### src/rtl/spdif_rx.sv
// spdif_rx: S/PDIF receiver and BMC decoder.
// The line is oversampled on clk. The time between transitions is classified as
// 1, 2 or 3 half-cells. Preambles and 28 data cells are decoded from those pulses.
module spdif_rx #(
   parameter int UNIT_CLKS = 4
) (
   input  logic        clk,
   input  logic        reset,
   input  logic        spdif_in,
   output logic [15:0] left_out,
   output logic [15:0] right_out,
   output logic        left_valid,
   output logic        right_valid,
   output logic        block_start,
   output logic        parity_err,
   output logic        code_err,
   output logic        locked
);
   localparam int CNT_W = $clog2(4 * UNIT_CLKS + 1);
   localparam logic [CNT_W-1:0] CNT_MAX = CNT_W'(4 * UNIT_CLKS);
   // Thresholds are compared against 2*L so that no division is needed.
   localparam logic [CNT_W:0] TH_3U = (CNT_W + 1)'(3 * UNIT_CLKS);
   localparam logic [CNT_W:0] TH_5U = (CNT_W + 1)'(5 * UNIT_CLKS);
   localparam logic [CNT_W:0] TH_7U = (CNT_W + 1)'(7 * UNIT_CLKS);

   typedef enum logic [1:0] {PL_1, PL_2, PL_3, PL_X} pulse_t;
   typedef enum logic [1:0] {HUNT, PRE, DATA} state_t;

   logic             sync1_q, sync2_q, prev_q;
   logic             edge_s;
   logic [CNT_W-1:0] cnt_q, cnt_d;
   logic [CNT_W:0]   two_len;
   pulse_t           pulse_cls, pulse_q;
   logic             pulse_vld_q, tmo_q;

   state_t           state_q;
   logic [1:0]       pre_idx_q;
   pulse_t           pre1_q, pre2_q;
   logic [5:0]       cell_q;
   logic             half_q;
   logic [27:0]      sr_q;
   logic             ch_q, blk_q, done_q, err_q;

   logic [15:0]      left_q, right_q;
   logic             left_vld_q, right_vld_q, blk_out_q, par_err_q, code_err_q, locked_q;
   logic [1:0]       run_q;
   logic             last_ch_q;

   assign edge_s  = sync2_q ^ prev_q;
   assign two_len = {cnt_q, 1'b0};

   // Two-flop synchronizer followed by a previous-value flop for edge detection.
   always_ff @(posedge clk) begin
      if (reset) begin
         sync1_q <= 1'b0;
         sync2_q <= 1'b0;
         prev_q  <= 1'b0;
      end else begin
         sync1_q <= spdif_in;
         sync2_q <= sync1_q;
         prev_q  <= sync2_q;
      end
   end

   // Pulse counter: restarts at 1 on an edge, saturates at 4 half-cells.
   always_comb begin
      cnt_d = cnt_q;
      if (edge_s)
         cnt_d = CNT_W'(1);
      else if (cnt_q != CNT_MAX)
         cnt_d = cnt_q + 1'b1;
   end

   // Classify the length of the pulse that the current edge terminates.
   always_comb begin
      if (two_len < TH_3U)
         pulse_cls = PL_1;
      else if (two_len < TH_5U)
         pulse_cls = PL_2;
      else if (two_len < TH_7U)
         pulse_cls = PL_3;
      else
         pulse_cls = PL_X;
   end

   // Register the counter, the classified pulse and the one-shot timeout.
   always_ff @(posedge clk) begin
      if (reset) begin
         cnt_q       <= '0;
         pulse_q     <= PL_1;
         pulse_vld_q <= 1'b0;
         tmo_q       <= 1'b0;
      end else begin
         cnt_q       <= cnt_d;
         pulse_q     <= pulse_cls;
         pulse_vld_q <= edge_s;
         tmo_q       <= !edge_s && (cnt_q == CNT_MAX - 1'b1);
      end
   end

   // Decoder FSM: it consumes one classified pulse (or a timeout) per cycle.
   always_ff @(posedge clk) begin
      if (reset) begin
         state_q   <= HUNT;
         pre_idx_q <= 2'd0;
         pre1_q    <= PL_1;
         pre2_q    <= PL_1;
         cell_q    <= 6'd0;
         half_q    <= 1'b0;
         sr_q      <= '0;
         ch_q      <= 1'b0;
         blk_q     <= 1'b0;
         done_q    <= 1'b0;
         err_q     <= 1'b0;
      end else begin
         done_q <= 1'b0;
         err_q  <= 1'b0;
         if (tmo_q && state_q != HUNT) begin
            err_q   <= 1'b1;
            state_q <= HUNT;
         end else if (pulse_vld_q) begin
            case (state_q)
               HUNT: begin
                  if (pulse_q == PL_3) begin
                     state_q   <= PRE;
                     pre_idx_q <= 2'd1;
                  end
               end
               PRE: begin
                  if (pre_idx_q == 2'd1) begin
                     pre1_q    <= pulse_q;
                     pre_idx_q <= 2'd2;
                  end else if (pre_idx_q == 2'd2) begin
                     pre2_q    <= pulse_q;
                     pre_idx_q <= 2'd3;
                  end else begin
                     state_q <= DATA;
                     cell_q  <= 6'd4;
                     half_q  <= 1'b0;
                     if (pre1_q == PL_1 && pre2_q == PL_1 && pulse_q == PL_3) begin
                        ch_q  <= 1'b0;
                        blk_q <= 1'b1;
                     end else if (pre1_q == PL_3 && pre2_q == PL_1 && pulse_q == PL_1) begin
                        ch_q  <= 1'b0;
                        blk_q <= 1'b0;
                     end else if (pre1_q == PL_2 && pre2_q == PL_1 && pulse_q == PL_2) begin
                        ch_q  <= 1'b1;
                        blk_q <= 1'b0;
                     end else begin
                        err_q   <= 1'b1;
                        state_q <= HUNT;
                     end
                  end
               end
               DATA: begin
                  if (cell_q == 6'd32) begin
                     // All cells are in; only the next preamble's long pulse is legal.
                     if (pulse_q == PL_3) begin
                        state_q   <= PRE;
                        pre_idx_q <= 2'd1;
                     end else begin
                        err_q   <= 1'b1;
                        state_q <= HUNT;
                     end
                  end else begin
                     case (pulse_q)
                        PL_1: begin
                           if (half_q) begin
                              sr_q   <= {1'b1, sr_q[27:1]};
                              cell_q <= cell_q + 1'b1;
                              half_q <= 1'b0;
                              done_q <= (cell_q == 6'd31);
                           end else begin
                              half_q <= 1'b1;
                           end
                        end
                        PL_2: begin
                           if (half_q) begin
                              err_q   <= 1'b1;
                              state_q <= HUNT;
                           end else begin
                              sr_q   <= {1'b0, sr_q[27:1]};
                              cell_q <= cell_q + 1'b1;
                              done_q <= (cell_q == 6'd31);
                           end
                        end
                        default: begin
                           err_q   <= 1'b1;
                           state_q <= HUNT;
                        end
                     endcase
                  end
               end
               default: state_q <= HUNT;
            endcase
         end
      end
   end

   // Commit decoded subframes and errors to the registered outputs and track lock.
   always_ff @(posedge clk) begin
      if (reset) begin
         left_q      <= '0;
         right_q     <= '0;
         left_vld_q  <= 1'b0;
         right_vld_q <= 1'b0;
         blk_out_q   <= 1'b0;
         par_err_q   <= 1'b0;
         code_err_q  <= 1'b0;
         locked_q    <= 1'b0;
         run_q       <= 2'd0;
         last_ch_q   <= 1'b0;
      end else begin
         left_vld_q  <= 1'b0;
         right_vld_q <= 1'b0;
         blk_out_q   <= 1'b0;
         par_err_q   <= 1'b0;
         code_err_q  <= 1'b0;
         if (err_q) begin
            code_err_q <= 1'b1;
            locked_q   <= 1'b0;
            run_q      <= 2'd0;
         end else if (done_q) begin
            if (ch_q) begin
               right_q     <= sr_q[23:8];
               right_vld_q <= 1'b1;
            end else begin
               left_q     <= sr_q[23:8];
               left_vld_q <= 1'b1;
               blk_out_q  <= blk_q;
            end
            par_err_q <= ^sr_q;
            last_ch_q <= ch_q;
            // A run of alternating channels locks on its second subframe.
            if (run_q != 2'd0 && ch_q != last_ch_q) begin
               run_q    <= 2'd2;
               locked_q <= 1'b1;
            end else begin
               run_q    <= 2'd1;
               locked_q <= 1'b0;
            end
         end
      end
   end

   assign left_out    = left_q;
   assign right_out   = right_q;
   assign left_valid  = left_vld_q;
   assign right_valid = right_vld_q;
   assign block_start = blk_out_q;
   assign parity_err  = par_err_q;
   assign code_err    = code_err_q;
   assign locked      = locked_q;

endmodule

### config.mk
export PLATFORM = sky130hd
export DESIGN_NAME = spdif_rx
export DESIGN_NICKNAME = d
export VERILOG_FILES = /design/src/rtl/spdif_rx.sv
export SDC_FILE = /design/constraint.sdc
export NUM_CORES = 1
export LEC_CHECK = 0
export BUFFER_PORTS_ARGS = -buffer_cell sky130_fd_sc_hd__buf_2
export CAP_MARGIN = 20
export CORE_ASPECT_RATIO = 1.4
export CORE_MARGIN = 2
export CORE_UTILIZATION = 35
export CTS_CLUSTER_SIZE = 10
export DETAILED_ROUTE_END_ITERATION = 6
export HOLD_SLACK_MARGIN = 0.03
export PLACE_DENSITY_LB_ADDON = 0.08
export SLEW_MARGIN = 0
export SYNTH_ARGS = -nofsm -noshare
export SYNTH_HDL_FRONTEND = slang
export SYNTH_SLANG_ARGS = --single-unit
### constraint.sdc
create_clock -name clk -period 3.5 [get_ports clk]
set_input_delay 0.7 -clock clk [delete_from_list [all_inputs] [get_ports clk]]
set_output_delay 0.7 -clock clk [all_outputs]
set_load 0.05 [all_outputs]
Word level (Yosys, flattened, before mapping):

Index checks and enable logic that the tools add are counted.

* register bits: 100
* input bits: 3
* logic and storage cells: 175

* $add $sub $neg: 2
* order comparisons: 3
* equal/unequal tests: 27
* muxes and demuxes: 62
* bitwise logic cells: 10
* reductions and logical operators: 41

Operators by type and width (count)
* 2-to-1 mux 28 bit: 2
* case mux 28 bit (2 select lines): 1
* 2-to-1 mux 1 bit: 32
* 2-to-1 mux 6 bit: 5
* parity 28 bit: 1
* 2-to-1 mux 2 bit: 13
* case mux 6 bit (2 select lines): 2
* != test 2 bit (second input constant): 8
* != test 3 bit (second input constant): 5
* AND reduction 7 bit: 2
* < comparator 6 x 5 -> 1 bit (second input constant): 2
* case mux 2 bit (3 select lines): 2
* AND reduction 6 bit: 2
* AND reduction 5 bit: 2
* nonzero test 2 bit: 5
* logical AND 1 bit: 9
* inverter 1 bit: 9
* AND reduction 9 bit: 1
* equality test 2 x 1 -> 1 bit (second input constant): 4
* equality test 2 bit (second input constant): 4
* zero test 2 bit: 4
* case mux 1 bit (2 select lines): 4
* OR reduction 2 bit: 4
* adder 6 x 1 -> 6 bit (second input constant): 1
* 18 further kinds: 21

Logic depth before layout (Yosys ltp):

Gate-level depths: netlist of run 1.

* depth in word-level cells: 11
* depth in mapped cells: 8
* gate-level depth less buffers: 7

Worst setup path after synthesis of run 1:

No wires, ideal clock.

* path kind: flip-flop to flip-flop
* from: register state_q[0]
* to: register cell_q[1]
* arrival time: 1.651 ns
* required time: 3.435 ns
* setup slack: 1.784 ns
* cell stages (with the launch flop): 8
* clock period less this slack: 1.716 ns
* cells stage by stage: dfxtp_1 -> inv_1 -> ha_1 -> and2b_2 -> o211ai_2 -> a221oi_2 -> mux2_2 -> nor2_1

* word-level cells in the longest chain between the ends: 4
* elaborated cells on any way between the ends: 14
* classes of those cells: eq/ne (8); mux (1); bitwise (1); reduce/logical (4)

Ends and longest elaborated chain
* start: declaration: RTL line 36 `state_t state_q;`
* start signal: assignment: RTL line 104 `state_q <= HUNT;`
* start signal: assignment: RTL line 120 `state_q <= HUNT;`
* start signal: assignment: RTL line 125 `state_q <= PRE;`
* parallel branches: the longest is 4 deep, another holds AND reduction 9 bit
* end signal: assignment: RTL line 170 `cell_q <= cell_q + 1'b1;`
* end signal: assignment: RTL line 183 `cell_q <= cell_q + 1'b1;`
* end: declaration: RTL line 39 `logic [5:0] cell_q;`

Parallel ways; which one is timed is not known.
A chain may end at the register's enable or synchronous reset.

Worst setup path after layout of run 1:

Ends and elaborated chain as after synthesis.

==> run summary, run 1 <==
Hold Path Sink -> right_out[2]
Rows -> 47
final slew viol count -> 0
area grow syn2layout -> 14.4%
post-synthesis sequential area ratio -> 47.0%
IO Pins -> 41
Die X -> 96.8 um
RSZ-0062 raised after global routing -> no
Starting DRT DRC Count -> 93
WHS Path Cells -> 2
nets@finish -> 490
Critical Path Sink Type -> flop
reg2reg path depth -> 7
n_diodes -> 0
vias in the first global route -> 2919
clk buf depth -> 2
clock buffer count from CTS -> 9
worst slack at placement -> 972 ps
worst setup slack after layout -> 991 ps
ys flop type -> dfxtp_1
crit path from -> state_q[0]
Post-Synthesis Cells -> 440
routed vias -> 3037
yosys warns -> 0
CTS Sinks -> 99
Cell Count, Final, Fillers Out -> 627
RePlAce Congestion -> 0.742
Total Wirelength -> 8.98 mm
fmax -> 399 MHz
clock skew -> 8.34 ps
headroom to the max-slew limit -> 50.0%
clock transition at the registers of the reported paths -> 70 ps
Final ANT Viol Nets -> 0
share of cells above drive strength 1 -> 15.8%
Synth Register Bits -> 99
crit path max fanout -> 16
Post-CTS Resized -> 0
Core Area -> 11800 sq um
CTS tree -> yes
WHS -> 450 ps
# fillers -> 1220
minimum clock period -> 2510 ps
initial antenna violation count -> 0
FFs w/ async S/R, synth -> 0%
max_cap viols -> 0
worst slew pin tran -> 750 ps
WL/cell -> 14.3 um
Crit path arrival time -> 2790 ps
Mean Syn Cell Area -> 9.59 sq um
CP required -> 3780 ps
final hold viol count -> 0
Total Power -> 2.12 mW
Post-Place Cells -> 610
Worst R2R End -> cell_q[1]
# DRC -> 0
Clk Latency, worst-skew pair -> 340 ps
H-tree Lvls -> 3
Pleak -> 1.84 nW
VDD IR max -> 0.227 mV
die height -> 134 um
# setup viols final -> 0
largest net degree at the start of global routing -> 35
synth unique cells -> 53
Die ar. -> 13000 sq um
GR Overflow Total -> 0
status -> complete, no violations
type of origin of the critical path -> flop
synthesized area -> 4220 sq um
post-CTS setup buffer count -> 0
EDFF count, synth -> 0
cts hold-fix bufs -> 0
Fin Setup TNS -> 0 ps
r2r setup slk -> 990 ps
GRT Overall Usage -> 14.4%
DR pass1 iterations -> 4
first-pass GRT wire length -> 15.0 mm
Hold Path Class -> flop to flop
post-synth net total -> 455
pwr dens -> 440 nW/um^2
commonest cells after routing, fill and taps aside -> 99 x dfxtp_1, 50 x nor2_1, 47 x nand2_1, 40 x buf_2, 36 x mux2i_1
Via density -> 4.84
Root Driver -> clkbuf_16
critical path type -> flop to flop
Initial Utilization -> 35.7%
leading cell type in the layout, fill and taps excluded -> dfxtp_1
ratio of final minimum period to clock period -> 71.7%
HP Start -> right_out[2]
reg2reg start -> state_q[0]
# port buffers -> 40
detailed placement HPWL -> 6.25 mm
-- kinds of logic after synthesis --
logic type / share of synthesized area [%]
DFF: 47.0
adders and majority gates: 3.56
AOI/OAI and AO/OA: 12.0
buffers and inverters: 3.59
xor gates and xnor gates: 7.48
and+or+nand+nor: 17.6
muxes: 8.81
-- final cells by class --
class / instances / area, sq um / area share, %
multi-input combinational: 307 / 2090 / 43.3
sequential: 99 / 1980 / 41.1
timing repair buffer: 45 / 238 / 4.92
clock buffer: 9 / 225 / 4.67
tap: 147 / 184 / 3.81
clock inverter: 7 / 58.8 / 1.22
inverter: 13 / 48.8 / 1.01
-- registers in the layout, indices dropped and copies added (netlist names), 2 cells and up --
signal     count
sr_q          28
left_out      16
right_out     16
cell_q         6
cnt_q          5
pre1_q         2
pre2_q         2
pre_idx_q      2
pulse_q        2
state_q        2
-- cells in the mapped netlist (all sizes together) (3+ instances only) --
master	n	share of area, %
mux2i	36	8.5
nor4b	3	0.92
buf	10	1.5
and2	4	0.59
dfxtp	99	47
a22o	14	2.9
xor2	4	0.83
nand2	47	4.2
clkbuf	11	0.98
xnor2	26	5.6
ha	12	3.6
nor2b	9	1.3
nand2b	8	1.2
a21oi	32	3.9
o21ai	9	1.2
nor2	50	4.4
nand3	11	1.3
inv	13	1.2
a21bo	3	0.71
nor3	11	1.5
-- report_power, final --
part	internal, mW	leakage, nW	switching [mW]
Sequential	1.13	0.798	0.00604
Clock	0.494	0.138	0.453
Combinational	0.0114	0.900	0.0279
Total	1.64	1.84	0.487
-- routing by layer --
metal | global-route usage (%) | vias up | wire length [um]
li1 | - | 1568 | -
met1 | 16.8 | 1419 | 3920
met2 | 25.8 | 44 | 4720
met3 | 3.49 | 6 | 261
met4 | 4.93 | 0 | 78
met5 | 0 | - | 0
-- metrics by stage --
stage | instance area [sq um] | util [%]
after floorplan | 4220 | -
after global placement | 4540 | 38.4
after detailed placement | 4540 | 38.4
after CTS | 4820 | 40.8
after global routing | 4830 | 40.8
final | 4830 | 40.8
-- worst max-delay path: stages (launching register included) --
cell	delay, ps
dfxtp_1	350
inv_1	100
ha_1	470
and2b_2	280
o211ai_2	120
a221oi_2	650
mux2_2	400
nor2_1	80
-- worst max-delay path by stage --
stage                      to
floorplan           cell_q[1]
global placement    cell_q[1]
detailed placement  cell_q[1]
CTS                 cell_q[1]
global route        cell_q[1]
finish              cell_q[1]
(Power assumes the default switching activity.)
==> run 2: changes to the inputs <==
ABC_AREA = 1   (was not set)
clock period = 2.18 ns   (was 3.5 ns; I/O delays follow)
==> run summary, run 2 <==
status -> complete, no violations
first-pass GRT wire length -> 18.5 mm
Die ar. -> 14400 sq um
Pleak -> 2.23 nW
GRT Overall Usage -> 16.4%
area grow syn2layout -> 13.9%
largest net degree at the start of global routing -> 52
Critical Path Sink Type -> flop
fmax -> 523 MHz
post-CTS setup buffer count -> 0
detailed placement HPWL -> 8.21 mm
nets@finish -> 701
clock transition at the registers of the reported paths -> 70 ps
top layer in use -> met4
cts hold-fix bufs -> 0
wire length on met2 -> 5.84 mm
max_cap viols -> 0
Most flops, register -> sr_q
Mean Syn Cell Area -> 7.20 sq um
H-tree Lvls -> 3
Hold Path Class -> input pin to flop
initial antenna violation count -> 0
# fillers -> 1462
minimum clock period -> 1910 ps
r2r setup slk -> 270 ps
die height -> 141 um
Fin Setup TNS -> 0 ps
final slew viol count -> 0
routed vias -> 4135
VDD IR max -> 0.334 mV
clk buf depth -> 2
synth unique cells -> 36
CTS Sinks -> 99
final hold viol count -> 0
EDFF count, synth -> 0
ys flop type -> dfxtp_1
share of cells above drive strength 1 -> 15.1%
# DRC -> 0
Total Wirelength -> 11.1 mm
Synth top area share -> 42.2%
GR Overflow Total -> 0
IO Pins -> 41
CTS tree -> yes
type of origin of the critical path -> flop
commonest cells after routing, fill and taps aside -> 182 x nand2_1, 99 x dfxtp_1, 74 x inv_1, 46 x nor2_1
critical path type -> flop to flop
ratio of final minimum period to clock period -> 87.7%
Synth Register Bits -> 99
Post-CTS Resized -> 0
crit path max fanout -> 51
Crit path arrival time -> 2190 ps
synth cell count leaders -> 182 x nand2_1, 99 x dfxtp_1, 74 x inv_1
synthesized area -> 4690 sq um
Via density -> 4.74
Clk Latency, worst-skew pair -> 350 ps
area leader, netlist -> dfxtp_1
yosys warns -> 0
Root Driver -> clkbuf_16
Initial Utilization -> 35.4%
leading cell type in the layout, fill and taps excluded -> nand2_1
post-synthesis sequential area ratio -> 42.2%
Rows -> 50
post-synth net total -> 667
Total Power -> 3.46 mW
WL met3 -> 246 um
pwr dens -> 648 nW/um^2
FFs w/ async S/R, synth -> 0%
metal1 wirelength -> 4.76 mm
CP required -> 2460 ps
Core Area -> 13300 sq um
vias in the first global route -> 3939
Die X -> 102 um
headroom to the max-slew limit -> 61.4%
DR pass1 iterations -> 4
most common cell in the netlist -> nand2_1
n_diodes -> 0
worst slew pin tran -> 577 ps
# setup viols final -> 0
top cells by area, synth -> dfxtp_1 42%, nand2_1 15%, inv_1 5.9%
WL/cell -> 12.7 um
Final ANT Viol Nets -> 0
RSZ-0062 raised after global routing -> no
RePlAce Congestion -> 0.826
number of flip-flops in the largest register -> 28
Post-Synthesis Cells -> 652
clock buffer count from CTS -> 9
clock skew -> 9.97 ps
# port buffers -> 40
Starting DRT DRC Count -> 144
-- run 2: changes by cell type after synthesis, moves of 12 or more --
| cell | change |
|---|---|
| xnor2_1 | -20 |
| o21ai_0 | +24 |
| a21oi_1 | +12 |
| nand3_1 | +32 |
| mux2i_1 | -36 |
| o21ai_1 | +23 |
| a22o_1 | -14 |
| inv_1 | +61 |
| a21oi_2 | +23 |
| nand2_1 | +135 |
-- run 2: final timing paths --
check,cells past startpoint,startpoint,endpoint
worst max-delay path,11,state_q[1],sr_q[6]
worst max register to register,11,state_q[1],sr_q[6]
worst min-delay path,3,spdif_in,sync1_q
worst min register to register,2,sync1_q,sync2_q
-- run 2: power breakdown --
| group | internal, mW | leakage, nW | switching (mW) |
|---|---|---|---|
| Sequential | 1.81 | 0.798 | 0.00574 |
| Clock | 0.826 | 0.142 | 0.748 |
| Combinational | 0.0194 | 1.29 | 0.0490 |
| Total | 2.66 | 2.23 | 0.803 |
-- run 2: critical path, stage by stage (launching register included) --
cell and delay [ps]:
dfxtp_1 350, inv_1 110, ha_1 220, inv_2 60, nand2_4 80, nand2_4 60, clkinv_2 70, nand2_2 60
nor3_4 260, buf_12 310, o21ai_1 120, a21oi_2 120
-- run 2: cells by family after synthesis --
family,Yosys count,synth area share (%)
AOI/OAI and AO/OA,136,17.2
xor gates and xnor gates,11,2.05
adders and majority gates,12,3.20
buffers and inverters,99,8.74
DFF,99,42.2
and+or+nand+nor,295,26.6
-- run 2: layout make-up --
class / instances / area (sq um) / share of cell area, %
flip-flops and latches: 99 / 1980 / 37.1
multi-input cells: 454 / 2300 / 43.0
repair buffers: 46 / 258 / 4.82
clock inverters: 6 / 53.8 / 1.01
well taps: 182 / 228 / 4.26
clock buffers: 10 / 239 / 4.47
inverters: 76 / 287 / 5.36
-- run 2: metrics by stage --
stage	util, %	instances	worst slack [ps]	instance area [sq um]	hold slack, ps
CTS	40.3	873	256	5350	275
floorplan	-	652	560	4690	388
global placement	38.1	857	315	5050	398
finish	40.3	873	268	5350	288
global route	40.3	873	54.7	5350	283
detailed placement	38.1	857	261	5050	399
-- run 2: per-layer routing --
layer / GRT usage [%] / vias to the layer above
met1: 18.6 / 1897
met3: 2.58 / 20
met2: 29.7 / 54
met5: 0 / -
li1: - / 2164
met4: 6.95 / 0
